<file path="config.mk">
export PLATFORM = sky130hd
export DESIGN_NAME = hdma_engine
export DESIGN_NICKNAME = d
export VERILOG_FILES = /design/src/rtl/hdma_engine.sv
export SDC_FILE = /design/constraint.sdc
export NUM_CORES = 1
export LEC_CHECK = 0
export BUFFER_PORTS_ARGS = -buffer_cell sky130_fd_sc_hd__buf_4
export CORE_MARGIN = 3
export CORE_UTILIZATION = 60
export CTS_BUF_LIST = sky130_fd_sc_hd__clkbuf_16
export CTS_CLUSTER_DIAMETER = 100
export DETAILED_ROUTE_END_ITERATION = 8
export PLACE_DENSITY = 0.91
export SETUP_SLACK_MARGIN = 0.4
export SLEW_MARGIN = 40
export SYNTH_ARGS = -nofsm -noshare
export SYNTH_HDL_FRONTEND = slang
export SYNTH_SLANG_ARGS = --single-unit
</file>
<file path="constraint.sdc">
create_clock -name i_clk -period 6.23 [get_ports i_clk]
set_input_delay 0.3115 -clock i_clk [delete_from_list [all_inputs] [get_ports i_clk]]
set_output_delay 0.3115 -clock i_clk [all_outputs]
set_load 0.01 [all_outputs]
</file>
<file path="src/rtl/hdma_engine.sv">
`default_nettype none
// ============================================================================
// Module      : hdma_engine
// Description : Block-copy DMA engine with a Wishbone initiator port.
//               Copies (len+1) blocks of BLOCK_BYTES bytes from a source
//               address to a fixed destination window, one byte per
//               read/write pair. Optional H-blank mode copies one block per
//               rising edge of i_hblank and can be cancelled by software.
// Optional    : `define HDMA_HBLANK_MODE_EN enables H-blank mode
//               (CTRL[7], the HBWAIT state and cancel logic). When the macro
//               is undefined every transfer runs in general mode and
//               i_hblank is unused.
// Ports       : i_clk, i_rst_n       clock, async active-low reset
//               i_reg_we/sel/wdat    register write (0 SRC_HI, 1 SRC_LO,
//                                    2 DST_HI, 3 DST_LO, 4 CTRL)
//               o_reg_rdat           {active_n, remaining-1}
//               i_hblank             video H-blank level
//               o_cpu_halt           CPU stall request
//               o_cyc/o_stb/o_we/o_adr/o_dat, i_dat/i_ack/i_stall
//                                    Wishbone initiator (one outstanding)
// Revision    : 1.0  initial release
// ============================================================================
module hdma_engine #(
    parameter int          ADDR_W      = 16,
    parameter int          DATA_W      = 8,
    parameter int          BLOCK_BYTES = 16,
    parameter int          LEN_W       = 7,
    parameter logic [31:0] DST_BASE    = 32'h8000,
    parameter int          DST_SPAN_W  = 13
) (
    input  logic              i_clk,
    input  logic              i_rst_n,
    input  logic              i_reg_we,
    input  logic [2:0]        i_reg_sel,
    input  logic [7:0]        i_reg_wdat,
    output logic [7:0]        o_reg_rdat,
    input  logic              i_hblank,
    output logic              o_cpu_halt,
    output logic              o_cyc,
    output logic              o_stb,
    output logic              o_we,
    output logic [ADDR_W-1:0] o_adr,
    output logic [DATA_W-1:0] o_dat,
    input  logic [DATA_W-1:0] i_dat,
    input  logic              i_ack,
    input  logic              i_stall
);

    localparam int OFF_W = $clog2(BLOCK_BYTES);
    localparam int REM_W = LEN_W + 1;

    localparam logic [2:0] c_IDLE   = 3'd0;
    localparam logic [2:0] c_RD     = 3'd1;
    localparam logic [2:0] c_RDW    = 3'd2;
    localparam logic [2:0] c_WR     = 3'd3;
    localparam logic [2:0] c_WRW    = 3'd4;
    localparam logic [2:0] c_BLK    = 3'd5;
`ifdef HDMA_HBLANK_MODE_EN
    localparam logic [2:0] c_HBWAIT = 3'd6;
`endif

    localparam logic [ADDR_W-1:0]     c_ALIGN_A  = ~ADDR_W'(BLOCK_BYTES - 1);
    localparam logic [DST_SPAN_W-1:0] c_ALIGN_D  = ~DST_SPAN_W'(BLOCK_BYTES - 1);
    localparam logic [ADDR_W-1:0]     c_DST_BASE = ADDR_W'(DST_BASE);

    // ------------------------------------------------------------------
    // Reset: asserts asynchronously, releases two clocks after i_rst_n
    // rises so every state flop leaves reset on the same edge.
    // ------------------------------------------------------------------
    logic [1:0] r_rst_sync;
    logic       w_rst_n;

    always_ff @(posedge i_clk or negedge i_rst_n) begin
        if (!i_rst_n) r_rst_sync <= 2'b00;
        else          r_rst_sync <= {r_rst_sync[0], 1'b1};
    end
    assign w_rst_n = r_rst_sync[1];

    logic [2:0]            r_state;
    logic [15:0]           r_src_cfg;
    logic [15:0]           r_dst_cfg;
    logic [ADDR_W-1:0]     r_src;
    logic [DST_SPAN_W-1:0] r_dst_off;
    logic [DATA_W-1:0]     r_data;
    logic [REM_W-1:0]      r_remaining;

    logic                  w_idle;
    logic                  w_ctrl_wr;
    logic                  w_start;
    logic                  w_last;
    logic [REM_W-1:0]      w_rem_dec;
    logic [REM_W-1:0]      w_rem_m1;
    logic [2:0]            w_first;
    logic [2:0]            w_blk_next;
    logic [2:0]            w_next;
    logic                  w_active_n;
    logic [ADDR_W-1:0]     w_dst_adr;
    logic                  w_unused_cfg;

    assign w_idle    = (r_state == c_IDLE);
    assign w_ctrl_wr = i_reg_we & (i_reg_sel == 3'd4);
    assign w_start   = w_ctrl_wr & w_idle;
    // Addresses stay block aligned, so the source low bits index the byte.
    assign w_last    = &r_src[OFF_W-1:0];
    assign w_rem_dec = r_remaining - REM_W'(1);
    assign w_rem_m1  = r_remaining - REM_W'(1);
    assign w_dst_adr = c_DST_BASE | ADDR_W'(r_dst_off);
    // Config bits above the address/window width are write-only storage.
    assign w_unused_cfg = ^{r_src_cfg, r_dst_cfg};

`ifdef HDMA_HBLANK_MODE_EN
    logic r_mode;
    logic r_cancel;
    logic r_hb_prev;
    logic r_hb_pend;
    logic w_hb_rise;
    logic w_cancel_wr;
    logic w_hb_go;

    assign w_hb_rise   = i_hblank & ~r_hb_prev;
    assign w_cancel_wr = w_ctrl_wr & ~w_idle & ~i_reg_wdat[7]
                       & ((r_state == c_HBWAIT) | r_mode);
    assign w_hb_go     = (r_hb_pend | w_hb_rise) & ~(r_cancel | w_cancel_wr);
    // H-blank already high at start: run the first block straight away.
    assign w_first     = (i_reg_wdat[7] & ~i_hblank) ? c_HBWAIT : c_RD;
    assign w_blk_next  = r_cancel ? c_IDLE : (r_mode ? c_HBWAIT : c_RD);
    // Between H-blank blocks the engine is off the bus and releases the CPU.
    assign w_active_n  = w_idle | (r_state == c_HBWAIT);

    always_ff @(posedge i_clk or negedge w_rst_n) begin
        if (!w_rst_n) begin
            r_mode    <= 1'b0;
            r_cancel  <= 1'b0;
            r_hb_prev <= 1'b0;
            r_hb_pend <= 1'b0;
        end else begin
            r_hb_prev <= i_hblank;
            if (w_start) begin
                r_mode   <= i_reg_wdat[7];
                r_cancel <= 1'b0;
            end else if (w_cancel_wr) begin
                r_cancel <= 1'b1;
            end
            // An edge seen mid-block (e.g. alongside the final ACK) is held
            // until HBWAIT consumes it.
            if (w_start || ((r_state == c_HBWAIT) && w_hb_go))
                r_hb_pend <= 1'b0;
            else if (w_hb_rise && !w_idle)
                r_hb_pend <= 1'b1;
        end
    end
`else
    logic w_unused_hblank;

    assign w_first         = c_RD;
    assign w_blk_next      = c_RD;
    assign w_active_n      = w_idle;
    assign w_unused_hblank = i_hblank;
`endif

    always_comb begin
        w_next = r_state;
        case (r_state)
            c_IDLE:   if (w_start) w_next = w_first;
            c_RD:     if (!i_stall) w_next = c_RDW;
            c_RDW:    if (i_ack) w_next = c_WR;
            c_WR:     if (!i_stall) w_next = c_WRW;
            c_WRW:    if (i_ack) w_next = w_last ? c_BLK : c_RD;
            c_BLK:    w_next = (w_rem_dec == '0) ? c_IDLE : w_blk_next;
`ifdef HDMA_HBLANK_MODE_EN
            c_HBWAIT: begin
                if (r_cancel || w_cancel_wr) w_next = c_IDLE;
                else if (w_hb_go)            w_next = c_RD;
            end
`endif
            default:  w_next = c_IDLE;
        endcase
    end

    always_ff @(posedge i_clk or negedge w_rst_n) begin
        if (!w_rst_n) begin
            r_state     <= c_IDLE;
            r_src_cfg   <= '0;
            r_dst_cfg   <= '0;
            r_src       <= '0;
            r_dst_off   <= '0;
            r_data      <= '0;
            r_remaining <= '0;
        end else begin
            r_state <= w_next;
            if (w_idle && i_reg_we) begin
                case (i_reg_sel)
                    3'd0:    r_src_cfg[15:8] <= i_reg_wdat;
                    3'd1:    r_src_cfg[7:0]  <= i_reg_wdat;
                    3'd2:    r_dst_cfg[15:8] <= i_reg_wdat;
                    3'd3:    r_dst_cfg[7:0]  <= i_reg_wdat;
                    default: ;
                endcase
            end
            if (w_start) begin
                r_src       <= ADDR_W'(r_src_cfg) & c_ALIGN_A;
                r_dst_off   <= DST_SPAN_W'(r_dst_cfg) & c_ALIGN_D;
                r_remaining <= REM_W'(i_reg_wdat[LEN_W-1:0]) + REM_W'(1);
            end
            if ((r_state == c_RDW) && i_ack)
                r_data <= i_dat;
            // Both pointers wrap naturally: src at ADDR_W, dst inside window.
            if ((r_state == c_WRW) && i_ack) begin
                r_src     <= r_src + ADDR_W'(1);
                r_dst_off <= r_dst_off + DST_SPAN_W'(1);
            end
            if (r_state == c_BLK)
                r_remaining <= w_rem_dec;
        end
    end

    assign o_cyc      = (r_state == c_RD) | (r_state == c_RDW)
                      | (r_state == c_WR) | (r_state == c_WRW);
    assign o_stb      = (r_state == c_RD) | (r_state == c_WR);
    assign o_we       = (r_state == c_WR);
    assign o_adr      = (r_state == c_RD) ? r_src
                      : ((r_state == c_WR) ? w_dst_adr : '0);
    assign o_dat      = (r_state == c_WR) ? r_data : '0;
    assign o_cpu_halt = ~w_active_n;
    // Signed cast keeps "0 remaining" reading as all ones for any LEN_W.
    assign o_reg_rdat = {w_active_n, 7'($signed(w_rem_m1))};

endmodule
`default_nettype wire

</file>
### Word-level counts from Yosys, hierarchy flattened

Index checks and enable logic that the tools add are counted.

| operators by class | value |
|---|---|
| bitwise logic cells | 7 |
| add/sub/neg operators | 4 |
| reductions and logical operators | 14 |
| multiplexer cells | 17 |
| equal/unequal tests | 14 |

Operators with widths:

| cell | count |
|---|---|
| $mux W16 | 4 |
| $mux W13 | 2 |
| $mux W8 | 3 |
| $mux W3 | 6 |
| $pmux W3 S6 | 1 |
| $add A16 B1 Y16 const B | 1 |
| $add A13 B1 Y13 const B | 1 |
| $eq A3 B2 Y1 const B | 4 |
| $ne A2 B2 Y1 const B | 5 |
| $eq A3 B3 Y1 const B | 3 |
| $add A7 B1 Y8 const B | 1 |
| $logic_not A8 Y1 | 1 |
| $reduce_and A2 Y1 | 4 |
| $sub A8 B1 Y8 const B | 1 |
| $eq A3 B1 Y1 const B | 2 |
| $logic_not A3 Y1 | 2 |
| $reduce_and A5 Y1 | 1 |
| $or A1 B1 Y1 | 4 |
| $reduce_and A4 Y1 | 1 |
| $reduce_bool A2 Y1 | 2 |
| $logic_and A1 B1 Y1 | 3 |
| $and A1 B1 Y1 | 2 |
| $mux W1 | 1 |
| $not A1 Y1 | 1 |

| word-level totals | value |
|---|---|
| output and inout bits | 36 |
| bits in registers | 79 |
| logic and storage cells | 66 |
| bits of input ports | 25 |

### Depth between registers and ports, before layout

Gate-level depths: netlist (run 1).

| depth | value |
|---|---|
| word-level depth | 5 |
| gate-level depth with buffers | 9 |
| depth with buffers taken out | 7 |

### Least setup slack after synthesis (run 1)

Ideal clock, no wire load.

| timing path | value |
|---|---|
| kind | reg-to-reg |
| start | register r_state[1] |
| end | register r_src_cfg[10] |
| stages on the path, launching flop included | 6 |
| path buffers | 2 |
| path slack | 4290 ps |
| required time | 6105 ps |
| setup time | 125 ps |
| arrival | 1815 ps |
| clock period less this slack | 1940 ps |
| cells stage by stage | dfrtp_1 > buf_6 > or3_4 > or4b_1 > buf_6 > mux2_4 |

| between the ends | value |
|---|---|
| cells in the longest elaborated chain, start to end | 3 |

RTL lines:

| what | RTL line | RTL |
|---|---|---|
| start: declaration | 79 | `logic [2:0] r_state;` |
| start signal: assignment | 182 | `r_state <= c_IDLE;` |
| start signal: assignment | 190 | `r_state <= w_next;` |
| $logic_not A3 Y1 | 100 | `assign w_idle = (r_state == c_IDLE);` |
| $logic_and A1 B1 Y1 | 191 | `if (w_idle && i_reg_we) begin` |
| $reduce_and A2 Y1 (no line) | n/a |  |
| end signal: assignment | 193 | `3'd0: r_src_cfg[15:8] <= i_reg_wdat;` |
| end: declaration | 80 | `logic [15:0] r_src_cfg;` |

Every way passes these cells.
A chain may end at the register's enable or synchronous reset.

### Worst setup path after layout (run 1)

| timing path | value |
|---|---|
| start | register r_state[2] |
| end | output o_dat[2] |

| between the ends | value |
|---|---|
| cells in the longest elaborated chain, start to end | 2 |

RTL lines:

| what | RTL line | RTL |
|---|---|---|
| $eq A3 B2 Y1 | 223 | `assign o_dat = (r_state == c_WR) ? r_data : '0;` |
| $mux W8 | 223 |  |
| end: declaration | 43 | `output logic [DATA_W-1:0] o_dat,` |

Every way passes these cells.

==> results of run 1 <==
[cells in the final DEF, fill, tap and decap left out, types with 3 or more instances in the layout]
master,instances
mux2_2,19
and3_1,17
clkbuf_16,9
dfrtp_1,70
nor3_1,10
inv_1,9
nand3_1,12
a31oi_1,4
a221o_1,5
a21oi_1,5
o211ai_1,3
a311oi_1,3
o311ai_0,3
o221a_2,3
nor3b_1,3
ha_1,5
a211oi_1,8
mux2_4,7
nand2_1,38
xor2_1,4
xnor2_1,10
mux2i_1,15
o21ai_0,29
nor2_1,47
buf_4,62
and2_1,5
nand4_1,4
[stage by stage]
stage | setup WS (ps) | cell area [sq um] | instances | power [W]
floorplan | 4106 | 3934 | 402 | 0.001396
global placement | 3598 | 4370 | 515 | 0.001651
detailed placement | 3523 | 4370 | 515 | 0.001705
CTS | 3491 | 4686 | 532 | 0.002243
global route | 3423 | 4703 | 532 | 0.002381
finish | 3617 | 4703 | 532 | 0.002243
[power by group through the flow]
stage                     clock network, W  logic [W]  registers, W
after global placement                   0   0.000800      0.000851
after floorplan                          0   0.000613      0.000783
after detailed placement                 0   0.000836      0.000868
after CTS                         0.000530   0.000846      0.000867
final                             0.000526   0.000839      0.000878
after global routing              0.000553   0.000920      0.000908
[area by class of cell]
| class | count | area (sq um) | area share (%) |
|---|---|---|---|
| clock buffer | 9 | 225.2 | 4.789 |
| clock inverter | 7 | 80.08 | 1.703 |
| inverter | 8 | 30.03 | 0.6385 |
| multi-input combinational | 298 | 2009 | 42.72 |
| sequential | 71 | 1778 | 37.80 |
| tap | 75 | 93.84 | 1.995 |
| timing repair buffer | 64 | 486.7 | 10.35 |
[metal layers]
metal  part of all wire [%]  vias to the layer above  global-route usage [%]
met1                     43                     1613                   37.18
met4                    2.2                        0                   11.05
met5                      0                        -                       0
met2                     48                      171                   42.72
met3                    6.9                       22                   4.636
li1                       -                     1561                       -
[synth_stat cells, types with 2 or more instances]
master / count
a211oi_1: 8
a21oi_1: 5
a221o_1: 5
a22o_1: 2
a22oi_1: 2
a311oi_1: 3
a31oi_1: 4
and2_1: 5
and3_1: 17
and4_1: 2
buf_2: 6
buf_4: 2
buf_6: 3
clkbuf_1: 13
dfrtp_1: 71
ha_1: 5
inv_1: 7
mux2_2: 19
mux2_4: 7
mux2i_1: 15
nand2_1: 38
nand2b_1: 2
nand3_1: 12
nand3b_1: 2
nand4_1: 4
nand4b_1: 2
nor2_1: 47
nor2b_1: 2
nor3_1: 10
nor3b_1: 3
nor4_1: 2
nor4bb_1: 2
o211ai_1: 3
o21a_1: 2
o21ai_0: 29
o221a_2: 3
o22ai_1: 2
o311ai_0: 3
or2_2: 2
or3_1: 2
xnor2_1: 10
xor2_1: 4
[worst reg2reg max path, cell delays in order (launching register included)]
cell	delay, ps
dfrtp_1	380
buf_4	270
or3_4	480
inv_2	110
nand2_1	410
nand2_1	350
o21ai_0	150
a221o_1	330
[registers in the layout, summed over array words and instances (netlist names)]
| signal | cells |
|---|---|
| r_src | 16 |
| r_dst_off | 13 |
| r_src_cfg | 12 |
| r_dst_cfg | 9 |
| r_data | 8 |
| r_remaining | 8 |
| r_state | 3 |
| r_rst_sync | 2 |
[path summary, 6_finish.rpt]
path / slack, ps / to / depth (start not counted)
worst max-delay path: 3620 / o_dat[2] / 4
worst min-delay path: 220 / r_data[2]$_DFFE_PN0P_ / 2
worst max register to register: 3620 / r_dst_off[6]$_DFFE_PN0P_ / 7
worst min register to register: 340 / r_rst_sync[1]$_DFF_PN0_ / 0
max in group asynchronous: 5450 / r_remaining[1]$_DFFE_PN0P_ / 1
min in group asynchronous: 310 / r_rst_sync[0]$_DFF_PN0_ / 2
[cells by family after synthesis]
logic type / count (synthesis) / synth area share [%]
AO/OA/AOI/OAI: 78 / 13.55
XOR/XNOR: 14 / 3.117
adder cells (fa/ha/maj): 5 / 1.590
buffers and inverters: 33 / 4.103
flip-flops: 71 / 45.17
multiplexers: 41 / 11.93
other: 1 / 0.09533
AND/OR/NAND/NOR: 159 / 20.45
[timing repair]
action	in CTS	in global routing
endpoints found under the setup margin	0	0
hold buffers	1	0
hold endpoints to repair	2	0
==> impl_metrics.json, run 1 <==
{
  "die_h_um": 86.97,
  "holdCritStartpoint": "i_dat[2]",
  "cts_made_buffers": 9,
  "crit_path_max_fanout": 17,
  "core_sq_mm": 0.006131,
  "fillers": 410,
  "synth_top_area_share_pct": 45.17,
  "finalClockSkew_ps": 4.212,
  "required_ps": 5920,
  "antenna_found_initial": 0,
  "start_kind": "flop",
  "worstMarginPinSlew_ps": 754.4,
  "synth.largest_area_cell": "dfrtp_1",
  "post_cts_resize_count": 0,
  "cts_tree": "built",
  "path_cells": "nand2b_1 > inv_1 > and3_1 > buf_4",
  "yosys_warnings": 0,
  "max_freq_mhz": 382.7,
  "initial_core_util_pct": 64.16,
  "tns_ps": 0,
  "r2r_start": "r_state[1]$_DFFE_PN0P_",
  "worstSkewPairLatency_ps": 320,
  "dieArea_sq_mm": 0.007564,
  "synthDistinctLibCells": 57,
  "syn_area_per_cell_sq_um": 9.786,
  "pwr-share-clk_pct": 23.4,
  "fin_nets": 482,
  "syn-cell-area_sq_mm": 0.003934,
  "synth-main-ff-cell": "dfrtp_1",
  "swShare_pct": 35.83,
  "p_leak_nw": 2.181,
  "setup_viol": 0,
  "overflow": 0,
  "rsz0062_at_grt": "no",
  "drive_above_1_share_pct": 24.51,
  "hold_viol_final": 0,
  "final_util_pct": 76.71,
  "drt_wl_total_um": 9587,
  "vias": 3367,
  "maxSlewHeadroom_pct": 49.02,
  "period_needed_ps": 2613,
  "dr.first_iter.drc_count": 295,
  "grt_pass1_vias": 3170,
  "clk_pin_slew_ps": 50,
  "port_buffers": 59,
  "cap_violations": 0,
  "max-vdd-ir-drop_mv": 0.2877,
  "diodes": 0,
  "combinationalPowerShare_pct": 37.4,
  "synth_edf_count": 0,
  "drt-pass1-iter-count": 7,
  "cp_num_buf_inv": 2,
  "crit_start": "r_state[2]$_DFFE_PN0P_",
  "area_growth_pct": 19.56,
  "cp_slowest_stage_delay_ps": 640,
  "gp_congestion": 0.8995,
  "vias_per_cell": 6.329,
  "antenna_left": 0,
  "ios": 61,
  "dp_hpwl_um": 6622,
  "worstPathArrival_ps": 2300,
  "synth_top_cells_by_area": "dfrtp_1 (45%), mux2_2 (5.4%), nor2_1 (4.5%)",
  "synth-seq-cells": 71,
  "power.density_mw_per_mm2": 476.9,
  "netlist_instances": 402,
  "avgRoutedWirePerCell_um": 18.02,
  "syn-num-nets": 432,
  "drv_slew": 0,
  "ys_seq_area_share_pct": 45.17,
  "root_buffer": "clkbuf_16",
  "final.period_utilization_pct": 41.95,
  "status": "finished clean",
  "post_cts_buffers": 0,
  "seq_power_share_pct": 39.1,
  "grt_max_degree": 70,
  "path_delay_family": "simple AND/OR/NAND/NOR gates",
  "clk_path_buf_depth": 2,
  "holdWs_ps": 215.6,
  "gr-usage-all-layers_pct": 27.10,
  "rows": 28,
  "htreeDepth": 3,
  "hold_path.class": "in -> reg",
  "cp_slowest_cell": "dfrtp_1",
  "drc": 0,
  "internal_power_w": 0.001439,
  "die_w_um": 86.97,
  "grt_pass1_wl_um": 15870,
  "async_flop_share_pct": 100.0,
  "critPathCaptureType": "output port",
  "numClockSinks": 71,
  "path_class": "reg -> out",
  "p_sw_w": 0.0008036
}
Power figures use the tool's default switching activity.
==> inputs of run 2 (changes only) <==
--- a/config.mk
+++ b/config.mk
@@ -7,11 +7,11 @@
 export LEC_CHECK = 0
 export BUFFER_PORTS_ARGS = -buffer_cell sky130_fd_sc_hd__buf_4
 export CORE_MARGIN = 3
-export CORE_UTILIZATION = 60
+export CORE_UTILIZATION = 51
 export CTS_BUF_LIST = sky130_fd_sc_hd__clkbuf_16
 export CTS_CLUSTER_DIAMETER = 100
 export DETAILED_ROUTE_END_ITERATION = 8
-export PLACE_DENSITY = 0.91
+export PLACE_DENSITY = 0.83
 export SETUP_SLACK_MARGIN = 0.4
 export SLEW_MARGIN = 40
 export SYNTH_ARGS = -nofsm -noshare
==> constraint.sdc (replaced) <==
create_clock -name i_clk -period 2.2 [get_ports i_clk]
set_input_delay 0.11 -clock i_clk [delete_from_list [all_inputs] [get_ports i_clk]]
set_output_delay 0.11 -clock i_clk [all_outputs]
set_load 0.01 [all_outputs]
==> impl_metrics.json, run 2 (synthesis results as in run 1) <==
{
  "power.density_mw_per_mm2": 1385,
  "hold_viol_final": 0,
  "total_power_w": 0.007436,
  "grt_pass1_wl_um": 16840,
  "register_area_sq_mm": 0.001783,
  "dp_cells": 552,
  "final.period_utilization_pct": 94.94,
  "core_sq_mm": 0.007370,
  "finalClockSkew_ps": 10.88,
  "antenna_left": 0,
  "reg_top3": "r_src x16, r_dst_off x13, r_src_cfg x12",
  "hold_depth": 2,
  "regMostFlops": "r_src",
  "die_w_um": 93.83,
  "swShare_pct": 38.06,
  "drt-pass1-iter-count": 8,
  "vias_per_cell": 6.370,
  "fin_nets": 526,
  "drc": 0,
  "dieArea_sq_mm": 0.008803,
  "cts_made_buffers": 9,
  "seq_power_share_pct": 34.4,
  "path_cells": "ha_2 > nand3_1 > or3_4 > nor2_2 > nor3_1 > a211oi_1",
  "worstMarginPinSlew_ps": 579.7,
  "multiInputGateArea_sq_mm": 0.002255,
  "cp_slowest_cell": "a211oi_1",
  "period_needed_ps": 2089,
  "htreeDepth": 3,
  "max-vdd-ir-drop_mv": 0.8623,
  "area_growth_pct": 36.45,
  "cp_slowest_stage_delay_ps": 480,
  "hold_path.class": "in -> reg",
  "fillers": 496,
  "die_h_um": 93.83,
  "drt_wl_total_um": 12770,
  "maxSlewHeadroom_pct": 61.12,
  "port_buffers": 59,
  "pwr-share-clk_pct": 20.5,
  "initial_core_util_pct": 53.38,
  "tns_ps": 0,
  "dpl_worst_slack_ps": 135.3,
  "drv_slew": 0,
  "final_cell_count_no_fill": 600,
  "numClockSinks": 71,
  "rows": 31,
  "grt_pass1_vias": 3384,
  "required_ps": 2360,
  "combinationalPowerShare_pct": 45.1,
  "worstPathArrival_ps": 2250,
  "avgRoutedWirePerCell_um": 21.29,
  "max_freq_mhz": 478.7,
  "largest_reg_flops": 16,
  "path_class": "reg -> reg",
  "root_buffer": "clkbuf_16",
  "start_kind": "flop",
  "final_common_cell": "buf_4",
  "grt_max_degree": 47,
  "p_leak_nw": 2.469,
  "ff2ff_path_depth": 6,
  "cap_violations": 0,
  "gp_congestion": 0.8996,
  "antenna_found_initial": 0,
  "dr.first_iter.drc_count": 667,
  "overflow": 0,
  "dp_hpwl_um": 7126,
  "diodes": 0,
  "gr-usage-all-layers_pct": 24.67,
  "ios": 61,
  "p_sw_w": 0.002830,
  "internal_power_w": 0.004606,
  "status": "finished clean",
  "worstSkewPairLatency_ps": 330,
  "cts_tree": "built",
  "vias": 3822,
  "mostFrequentLayoutCells": "buf_4 (95), dfrtp_1 (66), nor2_1 (43), nand2_1 (36), o21ai_0 (23)",
  "setup_viol": 0,
  "clk_path_buf_depth": 2,
  "rsz0062_at_grt": "yes",
  "critPathCaptureType": "flop",
  "clk_pin_slew_ps": 60,
  "fin_ws_ps": 111.2,
  "crit_path_max_fanout": 4,
  "drive_above_1_share_pct": 39.72
}
## run 2: cell count changes in the layout (fill, tap and decap cells not counted), sizes merged
cell	delta
inv	-2
buf	+42
clkinv	+1
or4b	+1
clkinvlp	+2
## run 2: final cells by class
cell class,count,share of cell area (%)
multi-input combinational,299,42.00
sequential,71,33.22
timing repair buffer,106,15.97
clock buffer,9,4.196
tap,99,2.308
clock inverter,7,1.492
inverter,8,0.6760
timing repair inverter,1,0.1399
## run 2: stage by stage
stage	instance area, sq um	hold WS [ps]	util (%)
finish	5368	14.59	72.84
CTS	4952	14.84	67.20
detailed placement	4513	-105.2	61.24
global route	5368	19.13	72.84
floorplan	3940	-185.6	-
global placement	4513	-107.0	61.24
## run 2: repair_timing
item,CTS,global route
gates resized for setup,20,53
hold buffers,1,0
endpoints found under the setup margin,37,51
buffers inserted,3,26
pin swaps,4,17
hold endpoints to repair,2,0
gates cloned,1,1
## run 2: critical path: cells and delay by family (launching register included)
family / cells / cell delay, ps
AOI/OAI and AO/OA: 1 / 480
adders and majority gates: 1 / 220
DFF: 1 / 400
and+or+nand+nor: 4 / 820
## run 2: final timing paths
| path | to | slack [ps] | from |
|---|---|---|---|
| max | r_src[10]$_DFFE_PN0P_ | 110 | r_src[0]$_DFFE_PN0P_ |
| min | r_data[3]$_DFFE_PN0P_ | 10 | i_dat[3] |
| max reg2reg | r_src[10]$_DFFE_PN0P_ | 110 | r_src[0]$_DFFE_PN0P_ |
| min reg2reg | r_dst_cfg[5]$_DFFE_PN0P_ | 260 | r_rst_sync[1]$_DFF_PN0_ |
| max in group asynchronous | r_state[2]$_DFFE_PN0P_ | 1270 | r_rst_sync[1]$_DFF_PN0_ |
| min in group asynchronous | r_rst_sync[0]$_DFF_PN0_ | 90 | i_rst_n |
## run 2: power groups by stage
stage,logic (W),clock network [W],registers (W)
final,0.00335,0.00152,0.00256
after global routing,0.00358,0.00160,0.00261
after CTS,0.00264,0.00151,0.00245
after detailed placement,0.00248,0,0.00245
after global placement,0.00240,0,0.00241
after floorplan,0.00174,0,0.00222
## run 2: per-layer routing
| metal | GRT usage [%] | up-vias | part of all wire [%] |
|---|---|---|---|
| met5 | 0 | - | 0 |
| met4 | 9.988 | 0 | 6.6 |
| met3 | 4.567 | 95 | 9.9 |
| met2 | 39.56 | 302 | 47 |
| met1 | 32.94 | 1779 | 37 |
| li1 | - | 1646 | - |
